<file path="src/rtl/pipe_register_pkg.sv">
// -----------------------------------------------------------------------------
// pipe_register_pkg
//
// Shared definitions for the elastic pipe register:
//   stage_state_e  - occupancy state of one two-entry skid stage
//   STAGE_DEPTH    - number of words one stage can hold
//   count_width()  - width of the occupancy counter for a given stage count
// -----------------------------------------------------------------------------
package pipe_register_pkg;

    // Occupancy of a single skid stage. ST_ONE means only the main register
    // holds a word; ST_TWO means both main and skid registers hold words.
    typedef enum logic [1:0] {
        ST_EMPTY = 2'b00,
        ST_ONE   = 2'b01,
        ST_TWO   = 2'b10
    } stage_state_e;

    // Words held by one stage when full (main + skid).
    localparam int unsigned STAGE_DEPTH = 32'd2;

    // Width needed to represent 0..STAGE_DEPTH*stages inclusive.
    function automatic int unsigned count_width(input int unsigned stages);
        return $clog2(STAGE_DEPTH * stages + 32'd1);
    endfunction

endpackage : pipe_register_pkg

</file>
<file path="src/rtl/pipe_register_skid_stage.sv">
// -----------------------------------------------------------------------------
// skid_stage
//
// One two-entry elastic stage (main + skid register). The upstream ready is a
// flop, so no combinational path exists from out_ready back to in_ready; the
// skid register absorbs the word that arrives in the cycle where downstream
// stalls and this stage was already holding one word.
//
// Ports:
//   clk       - clock, rising edge
//   rst       - asynchronous active-high reset
//   flush     - synchronous discard of held words (data registers keep value)
//   in_valid  - upstream word present
//   in_ready  - stage can accept a word (registered)
//   in_data   - upstream word
//   out_valid - main register holds a word (registered)
//   out_ready - downstream accepts the word
//   out_data  - main register contents, presented even when out_valid is low
// -----------------------------------------------------------------------------
module skid_stage
    import pipe_register_pkg::*;
#(
    parameter int unsigned      WIDTH       = 8,
    parameter logic [WIDTH-1:0] RESET_VALUE = {WIDTH{1'b0}}
) (
    input  logic             clk,
    input  logic             rst,
    input  logic             flush,
    input  logic             in_valid,
    output logic             in_ready,
    input  logic [WIDTH-1:0] in_data,
    output logic             out_valid,
    input  logic             out_ready,
    output logic [WIDTH-1:0] out_data
);

    stage_state_e     state_r;
    logic [WIDTH-1:0] main_r;
    logic [WIDTH-1:0] skid_r;
    // valid_r mirrors (state_r != ST_EMPTY); ready_r mirrors the inverse of
    // skid-valid (state_r != ST_TWO). Both are kept as flops so the outputs
    // never pass through decode logic.
    logic             valid_r;
    logic             ready_r;
    logic             push_s;
    logic             pop_s;

    assign push_s    = in_valid && ready_r;
    assign pop_s     = valid_r && out_ready;

    assign in_ready  = ready_r;
    assign out_valid = valid_r;
    assign out_data  = main_r;

    // Stage state machine with registered valid/ready and data movement.
    always_ff @(posedge clk or posedge rst) begin
        if (rst) begin
            state_r <= ST_EMPTY;
            main_r  <= RESET_VALUE;
            skid_r  <= RESET_VALUE;
            valid_r <= 1'b0;
            ready_r <= 1'b1;
        end else if (flush) begin
            // Occupancy cleared; data registers intentionally untouched.
            state_r <= ST_EMPTY;
            valid_r <= 1'b0;
            ready_r <= 1'b1;
        end else begin
            case (state_r)
                ST_EMPTY: begin
                    if (push_s) begin
                        main_r  <= in_data;
                        state_r <= ST_ONE;
                        valid_r <= 1'b1;
                        ready_r <= 1'b1;
                    end else begin
                        state_r <= ST_EMPTY;
                        valid_r <= 1'b0;
                        ready_r <= 1'b1;
                    end
                end
                ST_ONE: begin
                    if (push_s && pop_s) begin
                        // Word leaves and a new one takes its place.
                        main_r  <= in_data;
                    end else if (push_s) begin
                        // Downstream stalled: park the new word in skid.
                        skid_r  <= in_data;
                        state_r <= ST_TWO;
                        ready_r <= 1'b0;
                    end else if (pop_s) begin
                        state_r <= ST_EMPTY;
                        valid_r <= 1'b0;
                    end else begin
                        state_r <= ST_ONE;
                    end
                end
                ST_TWO: begin
                    // ready_r is low here, so no push can coincide.
                    if (pop_s) begin
                        main_r  <= skid_r;
                        state_r <= ST_ONE;
                        ready_r <= 1'b1;
                    end else begin
                        state_r <= ST_TWO;
                    end
                end
                default: begin
                    // Illegal encoding: fall back to a safe empty stage.
                    state_r <= ST_EMPTY;
                    valid_r <= 1'b0;
                    ready_r <= 1'b1;
                end
            endcase
        end
    end

endmodule : skid_stage

</file>
<file path="src/rtl/pipe_register.sv">
// -----------------------------------------------------------------------------
// pipe_register
//
// Chain of STAGES two-entry skid stages forming an elastic pipeline with
// capacity 2*STAGES words, full throughput and registered in_ready.
//
// Parameters:
//   WIDTH       - data word width in bits
//   STAGES      - number of skid stages in series
//   RESET_VALUE - value loaded into every data register at reset
//
// Ports:
//   clk       - clock, rising edge
//   rst       - asynchronous active-high reset
//   flush     - synchronous discard of all held words
//   in_valid  / in_ready  / in_data  - upstream handshake (in_ready is a flop)
//   out_valid / out_ready / out_data - downstream handshake
//   count     - number of words currently held
// -----------------------------------------------------------------------------
module pipe_register
    import pipe_register_pkg::*;
#(
    parameter int unsigned      WIDTH       = 8,
    parameter int unsigned      STAGES      = 2,
    parameter logic [WIDTH-1:0] RESET_VALUE = {WIDTH{1'b0}}
) (
    input  logic                                        clk,
    input  logic                                        rst,
    input  logic                                        flush,
    input  logic                                        in_valid,
    output logic                                        in_ready,
    input  logic [WIDTH-1:0]                            in_data,
    output logic                                        out_valid,
    input  logic                                        out_ready,
    output logic [WIDTH-1:0]                            out_data,
    output logic [$clog2(STAGE_DEPTH*STAGES + 32'd1)-1:0] count
);

    localparam int unsigned     CNT_W   = count_width(STAGES);
    localparam logic [CNT_W-1:0] CNT_MAX = CNT_W'(STAGE_DEPTH * STAGES);
    localparam logic [CNT_W-1:0] CNT_ONE = {{(CNT_W-1){1'b0}}, 1'b1};

    // Inter-stage links: index k is the input side of stage k,
    // index STAGES is the output side of the last stage.
    logic             valid_s [0:STAGES];
    logic             ready_s [0:STAGES];
    logic [WIDTH-1:0] data_s  [0:STAGES];

    logic [CNT_W-1:0] count_r;
    logic             in_hs_s;
    logic             out_hs_s;

    assign valid_s[0]      = in_valid;
    assign data_s[0]       = in_data;
    assign ready_s[STAGES] = out_ready;

    assign in_ready  = ready_s[0];
    assign out_valid = valid_s[STAGES];
    assign out_data  = data_s[STAGES];

    generate
        for (genvar k = 0; k < STAGES; k++) begin : g_stage
            skid_stage #(
                .WIDTH       (WIDTH),
                .RESET_VALUE (RESET_VALUE)
            ) u_stage (
                .clk       (clk),
                .rst       (rst),
                .flush     (flush),
                .in_valid  (valid_s[k]),
                .in_ready  (ready_s[k]),
                .in_data   (data_s[k]),
                .out_valid (valid_s[k+1]),
                .out_ready (ready_s[k+1]),
                .out_data  (data_s[k+1])
            );
        end
    endgenerate

    assign in_hs_s  = in_valid && ready_s[0];
    assign out_hs_s = valid_s[STAGES] && out_ready;

    // Occupancy counter: +1 on input-only handshake, -1 on output-only.
    // The bound checks are defensive; the stage chain cannot exceed them.
    always_ff @(posedge clk or posedge rst) begin
        if (rst) begin
            count_r <= {CNT_W{1'b0}};
        end else if (flush) begin
            count_r <= {CNT_W{1'b0}};
        end else if (in_hs_s && !out_hs_s && (count_r != CNT_MAX)) begin
            count_r <= count_r + CNT_ONE;
        end else if (out_hs_s && !in_hs_s && (count_r != {CNT_W{1'b0}})) begin
            count_r <= count_r - CNT_ONE;
        end else begin
            count_r <= count_r;
        end
    end

    assign count = count_r;

endmodule : pipe_register

</file>
<file path="config.mk">
export PLATFORM = sky130hd
export DESIGN_NAME = pipe_register
export DESIGN_NICKNAME = d
export VERILOG_FILES = /design/src/rtl/pipe_register_pkg.sv /design/src/rtl/pipe_register_skid_stage.sv /design/src/rtl/pipe_register.sv
export SDC_FILE = /design/constraint.sdc
export NUM_CORES = 1
export LEC_CHECK = 0
export BUFFER_PORTS_ARGS = -buffer_cell sky130_fd_sc_hd__buf_2
export CAP_MARGIN = 20
export CORE_UTILIZATION = 43
export DETAILED_ROUTE_END_ITERATION = 6
export HOLD_SLACK_MARGIN = 0.1
export PLACE_DENSITY_LB_ADDON = 0.08
export REMOVE_ABC_BUFFERS = 1
export SLEW_MARGIN = 10
export SYNTH_ARGS = -nofsm -noshare
export SYNTH_HDL_FRONTEND = slang
export SYNTH_SLANG_ARGS = --single-unit
</file>
<file path="constraint.sdc">
create_clock -name clk -period 2.48 [get_ports clk]
set_input_delay 0.372 -clock clk [delete_from_list [all_inputs] [get_ports clk]]
set_output_delay 0.372 -clock clk [all_outputs]
set_load 0.1 [all_outputs]
</file>
# After elaboration in Yosys (flattened, before gate mapping)
# Index checks and enable logic that the tools add are counted.
[word_totals]
inputBits = 13
memories = 0
romBits = 0
latch_bits = 0
out_inout_bits = 13
ram_bits = 0
regBits = 43
word_cells = 110
[op_classes]
bitwise_logic = 3
addsub = 2
n_reduce_logical = 25
n_eq_ne = 23
multipliers = 0
muxes = 46
shifts = 0
order_cmp = 0
div_mod_pow = 0
[op_table]
columns = ["operator", "count"]
rows = [
  ["8-bit two-way mux", 6],
  ["8-bit case mux with 3 select lines", 2],
  ["1-bit two-way mux", 21],
  ["3-bit inequality test, second input constant", 6],
  ["2-bit two-way mux", 8],
  ["4-bit AND reduction", 4],
  ["3-bit by 2-bit inequality test with 1-bit output, second input constant", 5],
  ["2-bit case mux with 3 select lines", 2],
  ["3-bit nonzero test", 4],
  ["2-bit by 1-bit inequality test with 1-bit output, second input constant", 5],
  ["5-bit AND reduction", 2],
  ["1-bit logical AND", 9],
  ["3-bit two-way mux", 3],
  ["2-bit inequality test, second input constant", 3],
  ["1-bit case mux with 3 select lines", 2],
  ["3-bit AND reduction", 2],
  ["2-bit by 1-bit equality test with 1-bit output, second input constant", 2],
  ["2-bit equality test, second input constant", 2],
  ["2-bit zero test", 2],
  ["1-bit case mux with 2 select lines", 2],
  ["3-bit by 1-bit adder with 3-bit output, second input constant", 1],
  ["1-bit inverter", 3],
  ["3-bit by 1-bit subtractor with 3-bit output, second input constant", 1],
  ["1-bit zero test", 2],
]

# Logic depth before layout (Yosys ltp)
# Gate-level depths: netlist of the first run.
[depth]
word_depth = 7
depth_mapped = 7
mapped_depth_nobuf = 6

# Hierarchy
# Synthesis of the first run repeated with hierarchy kept, for this count alone.
[hier_totals]
hier_cells = 194
hier_area_um2 = 2224.6
[by_module_without_submodules]
columns = ["module", "cells_per_inst", "n_inst", "area_each_um2"]
rows = [
  ["skid_stage", 84, 2, 984.7],
  ["pipe_register", 26, 1, 255.2],
]

# Worst setup path after synthesis of the first run
# OpenSTA, ideal clock, no wires.
[synth_path]
kind = "reg2reg"
start = "register g_stage[1].u_stage.valid_r"
end = "register count_r[2], in the netlist count[2]"
path_stages_with_launch = 7
arrival_ns = 2.316
setup_slack_ns = 0.031
required_time_ns = 2.347
synth_period_minus_slack_ns = 2.449
n_path_buf = 1
path_cell_list = "dfrtp_1 -> and2_1 -> buf_2 -> a211oi_1 -> fa_1 -> o41ai_1 -> nor3_1"
[synth_between]
elab_chain_len = 6
elab_cells_between_ends = 9
[synth_lines]
columns = ["item", "line_no", "source"]
rows = [
  ["start: declaration", "pipe_register_skid_stage.sv:43", "logic valid_r;"],
  ["start signal: assignment", "pipe_register_skid_stage.sv:61", "valid_r <= 1'b0;"],
  ["start signal: assignment", "pipe_register_skid_stage.sv:66", "valid_r <= 1'b0;"],
  ["start signal: assignment", "pipe_register_skid_stage.sv:74", "valid_r <= 1'b1;"],
  ["1-bit logical AND *", "pipe_register.sv:81", "assign out_hs_s = valid_s[STAGES] && out_ready;"],
  ["1-bit zero test", "pipe_register.sv:90", "end else if (in_hs_s && !out_hs_s && (count_r != CNT_MAX)) begin"],
  ["1-bit logical AND (2 in a row)", "pipe_register.sv:90", ""],
  ["3-bit two-way mux", "pipe_register.sv:90", ""],
  ["3-bit two-way mux", "pipe_register.sv:88", "end else if (flush) begin"],
  ["end signal: assignment", "pipe_register.sv:87", "count_r <= {CNT_W{1'b0}};"],
  ["end signal: assignment", "pipe_register.sv:89", "count_r <= {CNT_W{1'b0}};"],
  ["end signal: assignment", "pipe_register.sv:91", "count_r <= count_r + CNT_ONE;"],
  ["end: declaration", "pipe_register.sv:49", "logic [CNT_W-1:0] count_r;"],
]
# Mark *: on every way between the ends. The rest lies on a longest branch, timed or not.
# A chain may end at the register's enable or synchronous reset.

# Worst setup path after layout of the first run
# Same ends and word-level chain as after synthesis.

==> impl_metrics.toml, run 1 <==
[timing]
clock_skew_ns = 0.00690
tns_ns = 0
final-hold-violation-count = 0
rsz0062_at_grt = "false"
period_minus_slack_ns = 1.97
maxSlewViolCount = 0
setup_viol = 0
max_freq_mhz = 509
maxSlewHeadroom_pct = 52.7
worst_slack_ns = 0.514
finalCritPeriodShare_pct = 79.3
tightest_slew_ns = 0.710

[route]
routed_wl_mm = 4.01
firstDrtPassIters = 4
vias_per_cell = 5.24
vias = 1494
drtAntennaViolNets = 0
drt_iter0_drc = 88
wire_per_inst_um = 14.1
drc = 0

[grt]
grt_overflow_total = 0
grt_max_degree = 44
use_met2_pct = 27.2
grtUsageTotal_pct = 16.3
top_usage_layer = "met2"
met1_usage_pct = 19.4
grt_pass1_wl_mm = 6.56
grt_pass1_vias = 1430
grt_use_met3_pct = 4.94
antenna_found_initial = 0

[synthesis]
avgSynthCellArea_um2 = 11.1
syn_inst = 200
synth_warnings = 0
synth_ff_type = "dfrtp_1"
synth.distinct_cells = 40
ys_seq_elements = 43
synthesis.area_um2 = 2220
synth-async-reset-ratio_pct = 100
synth_edf_count = 0
ys_seq_area_share_pct = 48.6

[cts]
cts_root_buf = "clkbuf_8"
clockBufferDepth = 2
cts_tree = "yes"
ctsHoldBuffers = 0
htreeDepth = 2
post_cts_buffers = 0
cts_buffers = 5
path_clk_slew_ns = 0.08
cts_sinks = 43
ctsResizeCount = 0
clock_latency_ns = 0.30

[placed_design]
place_congestion = 0.800
preCtsSetupSlack_ns = 0.512
dpl.cell_count = 277
dp_hpwl_mm = 2.83
io_buffers = 25

[power_and_ir_drop]
ir_worst_vdd_uv = 663
p_per_area_nw_per_um2 = 1140
leakage_nw = 1.14

[job]
maxCapViolCount = 0

[die]
dieHeight_um = 73.8
initial_core_util_pct = 45.8
io_pins = 26
die_w_um = 73.8
num_rows = 25
dieArea_um2 = 5450
coreArea_um2 = 4850

[critical_path]
worstSetupEndpointType = "flip-flop"
cp-start-kind = "flip-flop"
required_ns = 2.66
worstSetupPathType = "flip-flop to flip-flop"
cp.arrival_ns = 2.14
worstPathMaxFanout = 9
rrSetupSlack_ns = 0.51

[worst_hold_path]
min_path_type = "primary input to asynchronous set/reset pin"

[cells_and_area]
diodes = 0
final_cell_mix = "41 x dfrtp_1, 26 x nor2_1, 25 x buf_2"
final_common_cell = "dfrtp_1"
instances_no_fill = 285
num-fill-cells = 461
final_core_util_pct = 50.4
multi_input_area_um2 = 996
fin_nets = 231
final_layout_size_suffix_gt1_share_pct = 30.3
register_area_um2 = 1080
syn_to_final_growth_pct = 10.0

[run_status]
outcome = "completed"
where the power goes:
part / internal, mW / total [mW] / switching, mW
sequential: 0.952 / 1.10 / 0.152
combinational: 0.296 / 1.09 / 0.799
clock: 0.331 / 0.579 / 0.248
cells by family after synthesis:
family / share of synthesized area (%)
XOR/XNOR: 0.789
AO/OA/AOI/OAI: 14.5
buffers and inverters: 6.54
multiplexers: 15.3
AND/OR/NAND/NOR: 13.3
flip-flops: 48.6
adder cells (fa/ha/maj): 0.902
per-stage QoR:
stage / total power, mW / instance area [µm²] / hold slack [ns]
global placement: 2.18 / 2320 / 0.486
global route: 2.93 / 2440 / 0.230
detailed placement: 2.23 / 2320 / 0.493
CTS: 2.81 / 2440 / 0.220
finish: 2.78 / 2440 / 0.195
floorplan: 2.02 / 2100 / 0.435
final cells by class:
cell class              count  share of cell area, %
flip-flops and latches     43                   44.2
multi-input cells         134                   40.8
repair buffers             27                   5.74
well taps                  67                   3.43
clock buffers               6                   3.38
clock inverters             2                   1.59
inverters                   6                  0.922
per-layer routing:
metal  share of wire, %  vias to the layer above  wire, µm
li1                   -                      734         -
met1                 46                      722      1840
met2                 49                       32      1960
met3                3.9                        6       156
met4                1.2                        0        49
met5                  0                        -         0
cells in the mapped netlist (all sizes together), types with 2 or more instances:
master  number  area, µm²
nor3         5       25.0
nand3b       5       50.1
buf         16        119
a31oi        2       12.5
dfrtp       41       1030
o41ai        2       17.5
a211oi       3       22.5
dfstp        2       52.6
o21bai       2       15.0
mux2i       16        160
nand2        9       38.8
nor2        26       97.6
inv          6       22.5
a21oi       20        115
o21ai        6       30.0
o32ai        3       63.8
a21boi       2       22.5
nand4        2       18.8
mux2        16        180
and2         3       18.8
xnor2        2       17.5
state kept, by name, indices dropped and copies added (netlist names):
signal	flops
g_stage.u_stage.out_data	16
g_stage.u_stage.skid_r	16
g_stage.u_stage.state_r	4
count	3
g_stage.u_stage.in_ready	2
g_stage.u_stage.out_valid	2
final timing paths:
| kind | from | endpoint | cells past startpoint |
|---|---|---|---|
| setup / recovery | g_stage[1].u_stage.out_valid$_DFFE_PP0P_ | count[2]$_DFFE_PP0P_ | 5 |
| hold / removal | rst | g_stage[1].u_stage.skid_r[2]$_DFFE_PP0P_ | 3 |
| setup reg to reg | g_stage[1].u_stage.out_valid$_DFFE_PP0P_ | count[2]$_DFFE_PP0P_ | 5 |
| hold reg to reg | g_stage[0].u_stage.skid_r[2]$_DFFE_PP0P_ | g_stage[0].u_stage.skid_r[2]$_DFFE_PP0P_ | 1 |
| max in group asynchronous | rst | g_stage[0].u_stage.in_ready$_DFFE_PP1P_ | 3 |
| min in group clk | in_data[4] | g_stage[0].u_stage.skid_r[4]$_DFFE_PP0P_ | 2 |
worst max-delay path, stage by stage (launching register included):
cell and delay, ns:
dfrtp_1 0.46, and2_1 0.37, a211oi_1 0.11, fa_1 0.44, o41ai_1 0.37, nor3_1 0.09
Power figures use the tool's default switching activity.
==> run 2, diff against run 1 <==
--- a/config.mk
+++ b/config.mk
@@ -5,6 +5,7 @@
 export SDC_FILE = /design/constraint.sdc
 export NUM_CORES = 1
 export LEC_CHECK = 0
+export ABC_AREA = 1
 export BUFFER_PORTS_ARGS = -buffer_cell sky130_fd_sc_hd__buf_2
 export CAP_MARGIN = 20
 export CORE_UTILIZATION = 43
==> constraint.sdc (replaced) <==
create_clock -name clk -period 1.6 [get_ports clk]
set_input_delay 0.24 -clock clk [delete_from_list [all_inputs] [get_ports clk]]
set_output_delay 0.24 -clock clk [all_outputs]
set_load 0.1 [all_outputs]
==> run 2 against run 1 <==
Compared with the run above:
- area after synthesis grew 1.1%
- wire length is 3.0% lower
- sequential power is 49% higher
- final cell count rose by 26%
- sequential share of layout area fell by 2.4 points
- via count grew 11%
- core utilization grew 2.6 points
- power is 59% higher
- register-to-register slack worse by 0.46 ns
- clock skew increased by 0.0016 ns
- critical path type unchanged
- highest routed layer unchanged
==> impl_metrics.toml, run 2 <==
[run_status]
outcome = "completed"

[power_and_ir_drop]
p_sw_mw = 2.08
ir_worst_vdd_uv = 784
seqPwrFrac_pct = 37.1
p_per_area_nw_per_um2 = 1710
leakage_nw = 1.24
power.internal_mw = 2.35
power_frac_clock_pct = 17.1
p_total_mw = 4.43
swShare_pct = 46.8
p_comb_share_pct = 45.8

[cts]
cts_sinks = 43
cts_buffers = 5
clock_latency_ns = 0.29
clockBufferDepth = 2
htreeDepth = 2
path_clk_slew_ns = 0.08
cts_tree = "yes"
cts_root_buf = "clkbuf_8"

[timing]
maxSlewViolCount = 0
finalCritPeriodShare_pct = 96.8
worst_hold_slack_ns = 0.199
maxSlewHeadroom_pct = 68.1
period_minus_slack_ns = 1.55
tightest_slew_ns = 0.482
clock_skew_ns = 0.00853
rsz0062_at_grt = "true"
final-hold-violation-count = 0
max_freq_mhz = 646
setup_viol = 0

[grt]
use_met2_pct = 23.6
grtUsageTotal_pct = 17.0
met1_usage_pct = 25.2
grt_pass1_vias = 1583
grt_overflow_total = 0
grt_pass1_wl_mm = 7.06
top_usage_layer = "met1"
grt_max_degree = 44
antenna_found_initial = 0
grt_use_met3_pct = 4.07

[placed_design]
place_congestion = 0.725
dp_hpwl_mm = 2.69
io_buffers = 25
place_area_um2 = 2450

[critical_path]
cp.arrival_ns = 1.77
crit_slowest_cell = "dfstp_2"
worstSetupEndpointType = "flip-flop"
cp-start-kind = "flip-flop"
timing.critical_path.mode_cell = "inv_2"
worstSetupPathType = "flip-flop to flip-flop"
worstPathMaxFanout = 3
required_ns = 1.82
worstPathCellList = "nand2_2, inv_2, nand3_4, inv_2, fa_1, nor2_1, nand2_1, o21ai_1"
max_stage_delay_ns = 0.55
r2r-start = "g_stage[0].u_stage.in_ready$_DFFE_PP1P_"
r2r_cells = 8
worstReg2RegEnd = "count[1]$_DFFE_PP0P_"
rrSetupSlack_ns = 0.05

[route]
drc = 0
wire_per_inst_um = 10.8
vias = 1658
drtAntennaViolNets = 0
drt_iter0_drc = 85
routed_wl_mm = 3.89
firstDrtPassIters = 4
vias_per_cell = 4.62

[die]
coreArea_um2 = 4880
initial_core_util_pct = 46.0
dieHeight_um = 74.3
dieArea_um2 = 5510
num_rows = 25
io_pins = 26
die_w_um = 74.3

[synthesis]
ys_seq_elements = 43
synthesis.area_um2 = 2240
ys_seq_area_share_pct = 48.0
avgSynthCellArea_um2 = 8.63
post-synth-top-area-cell = "dfrtp_1"
synth_ff_type = "dfrtp_1"
synth_edf_count = 0
synthTopCellsByCount = "64 x nand2_1, 41 x dfrtp_1, 29 x o21ai_0, 26 x inv_1, 15 x nand3_1"
synth.distinct_cells = 28
synth-async-reset-ratio_pct = 100
syn_inst = 260
synth_most_common_cell = "nand2_1"
yosys-top-cells-area = "dfrtp_1 46%, nand2_1 11%, o21ai_0 6.5%"
synth_warnings = 0
synth.top_cell.area_share_pct = 45.7

[cells_and_area]
stdcell_area_um2 = 2580
diodes = 0
syn_to_final_growth_pct = 15.2
final_layout_size_suffix_gt1_share_pct = 27.7
fin_nets = 305
final_common_cell = "nand2_1"
final_cell_mix = "64 x nand2_1, 41 x dfrtp_1, 28 x o21ai_0, 25 x buf_2, 23 x inv_1"
final_core_util_pct = 53.0

[worst_hold_path]
min-delay-start = "in_data[6]"
min_path_type = "primary input to flip-flop"
holdPathStages = 3
holdPathEnd = "g_stage[0].u_stage.skid_r[6]$_DFFE_PP0P_"

[job]
maxCapViolCount = 0
==> run 2: worst max-delay path by stage <==
stage                                                  startpoint                    to  slack [ns]  depth (start not counted)
after floorplan                              count[0]$_DFFE_PP0P_  count[1]$_DFFE_PP0P_       -0.57                          8
final                     g_stage[0].u_stage.in_ready$_DFFE_PP1P_  count[1]$_DFFE_PP0P_        0.05                          8
after global routing      g_stage[0].u_stage.in_ready$_DFFE_PP1P_  count[1]$_DFFE_PP0P_        -0.1                          8
after CTS                 g_stage[0].u_stage.in_ready$_DFFE_PP1P_  count[1]$_DFFE_PP0P_      0.0007                          8
after detailed placement  g_stage[0].u_stage.in_ready$_DFFE_PP1P_  count[1]$_DFFE_PP0P_        0.02                          8
after global placement    g_stage[0].u_stage.in_ready$_DFFE_PP1P_  count[1]$_DFFE_PP0P_        0.05                          8
==> run 2: cells by family after synthesis <==
group,Yosys count,synth area share [%]
AO/OA/AOI/OAI,64,18.3
adder cells (fa/ha/maj),1,0.892
buffers and inverters,45,10.7
flip-flops,43,48.0
AND/OR/NAND/NOR,107,22.0
==> run 2: per-layer routing <==
metal,wire length (µm),vias up,part of all wire [%]
met3,124,8,3.2
li1,-,895,-
met5,0,-,0
met4,69,0,1.8
met2,1520,24,39
met1,2170,731,56
==> run 2: area by class of cell <==
class,count,area [µm²]
clock buffer,8,100
fill,493,2290
inverter,30,114
multi-input combinational,172,938
sequential,43,1080
tap,67,83.8
timing repair buffer,39,270
==> run 2: repair_timing <==
action / 4_1_cts / 5_1_grt
setup buffers: 0 / 2
hold endpoints to repair: 41 / 0
setup endpoints to repair: 0 / 2
gates resized for setup: 0 / 5
hold buffers: 1 / 0
==> run 2: through the flow <==
stage	setup slack (ns)	TNS, ns	cells
CTS	0.000693	0	357
finish	0.0510	0	359
detailed placement	0.0193	0	348
floorplan	-0.567	-7.78	245
global route	-0.0965	-0.0976	359
global placement	0.0536	0	348
==> run 2: worst max-delay path, delay by kind of cell (launching register included) <==
kind	cells	cell delay (ns)
buffers and inverters	2	0.14
AND/OR/NAND/NOR	4	0.30
adder cells (fa/ha/maj)	1	0.40
AO/OA/AOI/OAI	1	0.08
flip-flops	1	0.55
==> run 2: power groups by stage <==
stage | registers, mW | logic, mW | clock network [mW]
finish | 1.64 | 2.03 | 0.758
global route | 1.70 | 2.23 | 0.833
CTS | 1.65 | 2.02 | 0.783
detailed placement | 1.67 | 2.01 | 0
global placement | 1.65 | 2.00 | 0
floorplan | 2.61 | 0.691 | 0
